--- src/rtl/lsu_pkg.sv ---
// lsu_pkg: shared types and constants for the load/store sequencer.
//   lsu_state_e : sequencer state (IDLE / ACCESS / RESP)
//   lsu_size_e  : access size (byte / halfword / word)
//   BE_B/BE_H/BE_W : byte-lane masks for an access at offset 0
//   is_aligned()   : natural-alignment check for a size and byte offset
package lsu_pkg;

   typedef enum logic [1:0] {
      IDLE   = 2'd0,
      ACCESS = 2'd1,
      RESP   = 2'd2
   } lsu_state_e;

   typedef enum logic [1:0] {
      SZ_B = 2'd0,
      SZ_H = 2'd1,
      SZ_W = 2'd2
   } lsu_size_e;

   localparam logic [3:0] BE_B = 4'b0001;
   localparam logic [3:0] BE_H = 4'b0011;
   localparam logic [3:0] BE_W = 4'b1111;

   function automatic logic is_aligned(input lsu_size_e size, input logic [1:0] off);
      logic ok;
      case (size)
         SZ_H:    ok = (off[0] == 1'b0);
         SZ_W:    ok = (off == 2'b00);
         default: ok = 1'b1;
      endcase
      return ok;
   endfunction

endpackage

--- src/rtl/lsu_align.sv ---
// lsu_align: combinational lane steering for the load/store sequencer.
// Ports:
//   size        in   access size
//   offset      in   byte offset within the word (addr[1:0])
//   ld_unsigned in   zero-extend (1) or sign-extend (0) loads
//   wdata       in   store data, low bits significant
//   rdata       in   raw word read from memory
//   be          out  byte-lane enables for the bus
//   wdata_lane  out  store data replicated onto every lane it could occupy
//   rdata_ext   out  load data shifted down to bit 0 and extended
module lsu_align
   import lsu_pkg::*;
(
   input  lsu_size_e   size,
   input  logic [1:0]  offset,
   input  logic        ld_unsigned,
   input  logic [31:0] wdata,
   input  logic [31:0] rdata,
   output logic [3:0]  be,
   output logic [31:0] wdata_lane,
   output logic [31:0] rdata_ext
);

   logic [31:0] shifted;

   always_comb begin
      // Bring the addressed byte/halfword down to bit 0 before extending.
      shifted    = rdata >> {offset, 3'b000};
      be         = BE_W;
      wdata_lane = wdata;
      rdata_ext  = shifted;
      case (size)
         SZ_B: begin
            be         = BE_B << offset;
            wdata_lane = {4{wdata[7:0]}};
            rdata_ext  = {{24{~ld_unsigned & shifted[7]}}, shifted[7:0]};
         end
         SZ_H: begin
            be         = BE_H << offset;
            wdata_lane = {2{wdata[15:0]}};
            rdata_ext  = {{16{~ld_unsigned & shifted[15]}}, shifted[15:0]};
         end
         default: begin
            be         = BE_W;
            wdata_lane = wdata;
            rdata_ext  = shifted;
         end
      endcase
   end

endmodule

--- src/rtl/lsu_ctrl.sv ---
// lsu_ctrl: load/store sequencer between decode enables and a single-port
// data-memory bus with a req/ready handshake.
//
// Handshake: mem_req is high for every ACCESS cycle and all bus outputs stay
// stable until the cycle in which mem_ready is seen high; that cycle completes
// the transfer. mem_ready is ignored outside ACCESS.
//
// Optional feature (macro LSU_TIMEOUT_EN): abort an ACCESS that has waited
// TIMEOUT cycles without mem_ready and pulse bus_err. Without the macro the
// bus is waited on indefinitely and bus_err is tied low.
//
// Ports:
//   clk, rst                        clock, synchronous active-high reset
//   lb/lh/lw/sb/sh/sw_en            one-hot access request (lw>lh>lb>sw>sh>sb)
//   ld_unsigned                     zero-extend load result
//   addr, wdata                     effective byte address, store data
//   mem_req/we/be/addr/wdata        bus request outputs (registered)
//   mem_rdata, mem_ready            bus response
//   stall                           hold upstream pipeline
//   rd_data, rd_valid               load write-back data and one-cycle strobe
//   misalign, bus_err               one-cycle fault pulses
module lsu_ctrl
   import lsu_pkg::*;
#(
   parameter int XLEN    = 32,
   parameter int TIMEOUT = 15
) (
   input  logic            clk,
   input  logic            rst,
   input  logic            lb_en,
   input  logic            lh_en,
   input  logic            lw_en,
   input  logic            sb_en,
   input  logic            sh_en,
   input  logic            sw_en,
   input  logic            ld_unsigned,
   input  logic [XLEN-1:0] addr,
   input  logic [XLEN-1:0] wdata,
   output logic            mem_req,
   output logic            mem_we,
   output logic [3:0]      mem_be,
   output logic [XLEN-1:0] mem_addr,
   output logic [XLEN-1:0] mem_wdata,
   input  logic [XLEN-1:0] mem_rdata,
   input  logic            mem_ready,
   output logic            stall,
   output logic [XLEN-1:0] rd_data,
   output logic            rd_valid,
   output logic            misalign,
   output logic            bus_err
);

   lsu_state_e state, state_next;

   // Request decode
   logic      req_any;
   logic      req_we;
   lsu_size_e req_size;
   logic      req_aligned;
   logic      accept;
   logic      reject;

   // Registered access attributes needed while the access is in flight
   lsu_size_e size_q;
   logic [1:0] off_q;
   logic       uns_q;

   // Lane steering
   lsu_size_e   al_size;
   logic [1:0]  al_off;
   logic [3:0]  al_be;
   logic [31:0] al_wdata;
   logic [31:0] al_rdata;

   logic access_done;
   logic timed_out;

   always_comb begin
      req_any  = lb_en | lh_en | lw_en | sb_en | sh_en | sw_en;
      req_size = SZ_B;
      req_we   = 1'b0;
      if (lw_en) begin
         req_size = SZ_W;
      end else if (lh_en) begin
         req_size = SZ_H;
      end else if (lb_en) begin
         req_size = SZ_B;
      end else if (sw_en) begin
         req_size = SZ_W;
         req_we   = 1'b1;
      end else if (sh_en) begin
         req_size = SZ_H;
         req_we   = 1'b1;
      end else if (sb_en) begin
         req_size = SZ_B;
         req_we   = 1'b1;
      end
   end

   assign req_aligned = is_aligned(req_size, addr[1:0]);
   assign accept      = (state == IDLE) & req_any & req_aligned;
   assign reject      = (state == IDLE) & req_any & ~req_aligned;

   // One steering block serves both directions: in IDLE it shapes the incoming
   // store lanes/strobes, in ACCESS it extends the returning load word using
   // the attributes captured at accept time.
   assign al_size = (state == IDLE) ? req_size : size_q;
   assign al_off  = (state == IDLE) ? addr[1:0] : off_q;

   lsu_align u_align (
      .size        (al_size),
      .offset      (al_off),
      .ld_unsigned (uns_q),
      .wdata       (wdata),
      .rdata       (mem_rdata),
      .be          (al_be),
      .wdata_lane  (al_wdata),
      .rdata_ext   (al_rdata)
   );

   assign access_done = (state == ACCESS) & mem_ready;

`ifdef LSU_TIMEOUT_EN
   localparam logic [3:0] TMO = TIMEOUT[3:0];

   logic [3:0] wait_cnt;
   logic       bus_err_q;

   // mem_ready in the same cycle takes precedence over the timeout.
   assign timed_out = (state == ACCESS) & ~mem_ready & (wait_cnt == TMO);

   always_ff @(posedge clk) begin
      if (rst) begin
         wait_cnt  <= 4'd0;
         bus_err_q <= 1'b0;
      end else begin
         bus_err_q <= timed_out;
         if (accept) begin
            wait_cnt <= 4'd0;
         end else if ((state == ACCESS) && !mem_ready) begin
            wait_cnt <= wait_cnt + 4'd1;
         end
      end
   end

   assign bus_err = bus_err_q;
`else
   logic unused_timeout;
   assign unused_timeout = ^TIMEOUT[3:0];
   assign timed_out      = 1'b0;
   assign bus_err        = 1'b0;
`endif

   // State register
   always_ff @(posedge clk) begin
      if (rst) begin
         state <= IDLE;
      end else begin
         state <= state_next;
      end
   end

   // Next-state logic
   always_comb begin
      state_next = state;
      case (state)
         IDLE: begin
            if (accept) state_next = ACCESS;
         end
         ACCESS: begin
            if (access_done) begin
               state_next = mem_we ? IDLE : RESP;
            end else if (timed_out) begin
               state_next = IDLE;
            end
         end
         RESP:    state_next = IDLE;
         default: state_next = IDLE;
      endcase
   end

   assign mem_req  = (state == ACCESS);
   assign rd_valid = (state == RESP);
   // Combinational so the pipeline freezes in the same cycle the request
   // is presented; a misaligned request never stalls.
   assign stall    = accept | (state != IDLE);

   // Bus attributes, load result and fault pulse
   always_ff @(posedge clk) begin
      if (rst) begin
         mem_we    <= 1'b0;
         mem_be    <= 4'b0000;
         mem_addr  <= '0;
         mem_wdata <= '0;
         size_q    <= SZ_B;
         off_q     <= 2'b00;
         uns_q     <= 1'b0;
         rd_data   <= '0;
         misalign  <= 1'b0;
      end else begin
         misalign <= reject;
         if (accept) begin
            mem_we    <= req_we;
            mem_be    <= al_be;
            mem_addr  <= {addr[XLEN-1:2], 2'b00};
            mem_wdata <= al_wdata;
            size_q    <= req_size;
            off_q     <= addr[1:0];
            uns_q     <= ld_unsigned;
         end
         if (access_done && !mem_we) begin
            rd_data <= al_rdata;
         end
      end
   end

endmodule

--- config.mk ---
export PLATFORM = sky130hd
export DESIGN_NAME = lsu_ctrl
export DESIGN_NICKNAME = d
export VERILOG_FILES = /design/src/rtl/lsu_pkg.sv /design/src/rtl/lsu_align.sv /design/src/rtl/lsu_ctrl.sv
export SDC_FILE = /design/constraint.sdc
export NUM_CORES = 1
export LEC_CHECK = 0
export CAP_MARGIN = 5
export CORE_ASPECT_RATIO = 1.1
export CORE_MARGIN = 5
export CORE_UTILIZATION = 43
export CTS_CLUSTER_SIZE = 25
export DETAILED_ROUTE_END_ITERATION = 10
export PLACE_DENSITY = 0.78
export SETUP_SLACK_MARGIN = 0.02
export SLEW_MARGIN = 20
export SYNTH_ARGS = -nofsm -noshare
export SYNTH_HDL_FRONTEND = slang
export SYNTH_SLANG_ARGS = --single-unit
--- constraint.sdc ---
create_clock -name clk -period 4.4 [get_ports clk]
set_input_delay 1.32 -clock clk [delete_from_list [all_inputs] [get_ports clk]]
set_output_delay 1.32 -clock clk [all_outputs]
set_load 0.01 [all_outputs]
==> Flow_metrics.wiki <==
{| class="wikitable"
! Metric !! Value
|-
| Kind of start point of the critical path || input port
|-
| Antenna fix cells || 0
|-
| Worst reg2reg endpoint || rd_data[12]$_SDFFE_PP0P_
|-
| Detailed Routing Iterations Pass 1 || 5
|-
| Area Growth Syn to Fin || 51.80%
|-
| Synth warnings || 0
|-
| Buf/Inv on CP || 2
|-
| Static power due to leakage || 2.679 nW
|-
| Clock-pin slew on the worst setup and hold paths || 0.06 ns
|-
| Unique masters post-synth || 52
|-
| Power per cell area || 394.4 nW/um2
|-
| Reg-to-reg slack, setup || 1.76 ns
|-
| Max frequency || 0.2328 GHz
|-
| Final nets || 890
|-
| Share of total power in combinational logic || 33.0%
|-
| Worst Tran Pin Value || 1.116 ns
|-
| Input/output buffers || 208
|-
| Terminating pin of the worst hold path || mem_wdata[3]$_SDFFE_PP0P_
|-
| Switching part of the total || 31.30%
|-
| Max Clock Skew || 0.006920 ns
|-
| Mapped cell area || 4896 um2
|-
| Hold Violations, Final || 0
|-
| Cell type group with the largest total delay on the critical path || buffers and inverters
|-
| Syn avg cell area || 8.326 um2
|-
| Most area-hungry cell type in the Yosys netlist || sky130_fd_sc_hd__dfxtp_1
|-
| Vert. Die Dim || 121.9 um
|-
| I/O Pins || 212
|-
| Number of design rule violations left after detail routing || 0
|-
| Horizontal extent of the die || 111.7 um
|-
| Non-filler instance count after layout || 933
|-
| Final worst-path cycle share || 97.63%
|-
| Start point of the worst min-delay path || mem_wdata[3]$_SDFFE_PP0P_
|-
| Overall overflow remaining after global route || 0
|-
| GRT Overall Usage || 23.55%
|-
| Path category of the worst min-delay check || flop to flop
|-
| Portion of total power attributed to sequential cells || 39.4%
|-
| Critical Path Fanout Max || 4
|-
| Share of the yosys chip area belonging to registers || 43.75%
|-
| Die ar. || 13620 um2
|-
| DR WL/cell || 17.80 um
|-
| Max-cap violations || 0
|-
| Hold path depth || 2
|-
| Std-Cell Core Area || 11060 um2
|-
| PnR Total Power || 0.002932 W
|-
| Unrepaired setup endpoints after global routing || no
|-
| Initial antenna violation count || 0
|-
| Min Tclk post-route || 4.296 ns
|-
| Leading cell type by number of instances after synthesis || sky130_fd_sc_hd__nand2_1
|-
| Internal power contribution || 0.002014 W
|-
| Clock network fraction of design power || 27.5%
|-
| Outcome || finished, final reports clean
|-
| Sum of net half-perimeters after detailed placement || 12.34 mm
|-
| Gate count of the mapped netlist || 588
|-
| Number of clock sinks seen by CTS || 107
|-
| Total CTS buffers || 9
|-
| Category of the critical setup timing path || input port to output port
|-
| Delay of the slowest cell on the worst path || 0.48 ns
|-
| Vias in the first global route || 5122
|-
| Required @ worst endpoint || 3.08 ns
|-
| Slew HR || 25.59%
|-
| Top area cells in the synthesized netlist || sky130_fd_sc_hd__dfxtp_1 (44%), sky130_fd_sc_hd__nand2_1 (8.5%), sky130_fd_sc_hd__a21oi_1 (7.2%)
|-
| Maximum number of pins on one net before global-route repair || 108
|-
| GPL Wtd Cong || 0.9416
|-
| Count of nets left with antenna violations after detail routing || 0
|-
| Final slew viol count || 0
|-
| Fraction of layout cells with a size suffix above 1 || 10.31%
|-
| Worst reg2reg path startpoint || state[1]$_SDFFE_PP0P_
|-
| Placed insts || 914
|-
| Crit-path slowest cell || sky130_fd_sc_hd__clkdlybuf4s50_1
|-
| Async S/R FF share, synth || 0%
|-
| Standard cell area after detailed placement || 7088 um2
|-
| Post-route design area || 7432 um2
|-
| Clock root buffer master || sky130_fd_sc_hd__clkbuf_16
|-
| Initial standard-cell utilization of the core || 44.26%
|-
| Worst voltage drop across the vdd grid || 0.1826 mV
|-
| Yosys top cell area share || 43.75%
|-
| Total length of routed wires || 16.61 mm
|-
| R2R depth || 5
|-
| Iteration-0 DRC Markers || 307
|-
| Count of state elements after synthesis || 107
|-
| Clock latency on the worst-skew pair || 0.33 ns
|-
| Top cell types by occurrence after synthesis || sky130_fd_sc_hd__nand2_1 (111), sky130_fd_sc_hd__dfxtp_1 (107), sky130_fd_sc_hd__a21oi_1 (70)
|-
| Ys flop type || sky130_fd_sc_hd__dfxtp_1
|-
| CTS Buffer Depth || 2
|-
| Site row count || 40
|-
| Type of destination of the critical path || output port
|-
| Via density per instance || 5.534
|-
| Post-synth EDFFs || 0
|-
| Data arrival time of the worst path || 2.98 ns
|-
| Deepest level of the CTS H-tree || 3
|-
| Final setup violating endpoints || 0
|-
| Switching power || 0.0009175 W
|-
| Wire length of the first global-routing pass || 26.32 mm
|-
| Ordered list of cells on the worst path || clkdlybuf4s50_1, or3_1, o41a_1, o21ai_4, nand2_1, clkdlybuf4s15_2
|-
| Clock tree from TritonCTS || built
|-
| Via total after detailed routing || 5163
|}
[layout by cell type, fill, tap and decap left out, drive strengths merged, types with 2 or more instances in the layout]
master,count
clkdlybuf4s50,202
nand2,112
dfxtp,107
a21oi,70
nor2,63
a311oi,29
buf,27
a211oi,19
nand3,18
o21ai,17
mux2,15
a221oi,15
nor3,12
clkbuf,10
and2,8
o211ai,8
a2111oi,7
dlygate4sd2,4
nor3b,4
inv,4
conb,3
nand2b,2
o21bai,2
or2,2
ha,2
clkinvlp,2
or3,2
nor4,2
o21a,2
[power by group through the flow]
stage | Combinational, W | Sequential, W | Clock, W
2_1_floorplan | 0.000462 | 0.00121 | 0
6_report | 0.000969 | 0.00116 | 0.000807
3_3_place_gp | 0.000943 | 0.00117 | 0
4_1_cts | 0.000971 | 0.00116 | 0.000824
5_1_grt | 0.00105 | 0.00117 | 0.000855
3_5_place_dp | 0.000963 | 0.00118 | 0
[layer usage]
metal	share of wire, %	global-route usage (%)
met4	2.5	8.745
met1	42	29.34
met3	7.0	5.315
met2	49	39.92
met5	0	0
[final cells by class]
type	instances	area (um2)
Tap cell	147	183.9
Clock inverter	5	62.56
Sequential cell	107	2142
Fill cell	910	3628
Clock buffer	10	239.0
Inverter	3	11.26
Timing Repair Buffer	234	2283
Multi-Input combinational cell	427	2510
[state kept, by name, summed over array words and instances (netlist names)]
register,cells
mem_we,1
misalign,1
mem_wdata,32
state,2
rd_data,32
mem_addr,30
mem_be,4
off_q,2
size_q,2
uns_q,1
[worst reg2reg max path: cells and delay by family, from the launching register on]
kind            cells  cell delay [ns]
flops               1             0.46
simple gates        2             0.90
compound gates      3             1.14
[worst max path at each step]
stage / from / endpoint / slack [ns] / depth (start not counted)
global placement: sh_en / stall / -0.32 / 10
detailed placement: sh_en / stall / -0.37 / 10
finish: lw_en / stall / 0.10 / 6
global route: lw_en / stall / 0.04 / 6
CTS: lw_en / stall / 0.12 / 6
floorplan: sw_en / stall / 0.37 / 10
[logic make-up after synthesis]
logic type / Yosys count / share of synthesized area (%)
buffers and inverters: 56 / 5.648
DFF: 107 / 43.75
adders and majority gates: 2 / 0.5110
and+or+nand+nor: 232 / 21.70
other: 1 / 0.07659
AOI/OAI and AO/OA: 174 / 24.59
muxes: 16 / 3.731
[stage by stage]
stage | TNS (ns) | hold slack, ns | worst slack, ns | utilization [%]
2_1_floorplan | 0 | 0.4406 | 0.3743 | -
3_3_place_gp | -0.3238 | 0.4411 | -0.3238 | 64.08
3_5_place_dp | -0.3725 | 0.4457 | -0.3725 | 64.08
4_1_cts | 0 | 0.4560 | 0.1225 | 67.17
5_1_grt | 0 | 0.4808 | 0.03607 | 67.19
6_report | 0 | 0.4551 | 0.1041 | 67.19
[repair_timing]
action / CTS / global route
hold endpoints to repair: 0 / 0
setup buffers: 4 / 0
pin swaps: 3 / 0
gates resized for setup: 10 / 1
setup endpoints to repair: 1 / 1
hold buffers: 0 / 0
(Power assumes the default switching activity.)
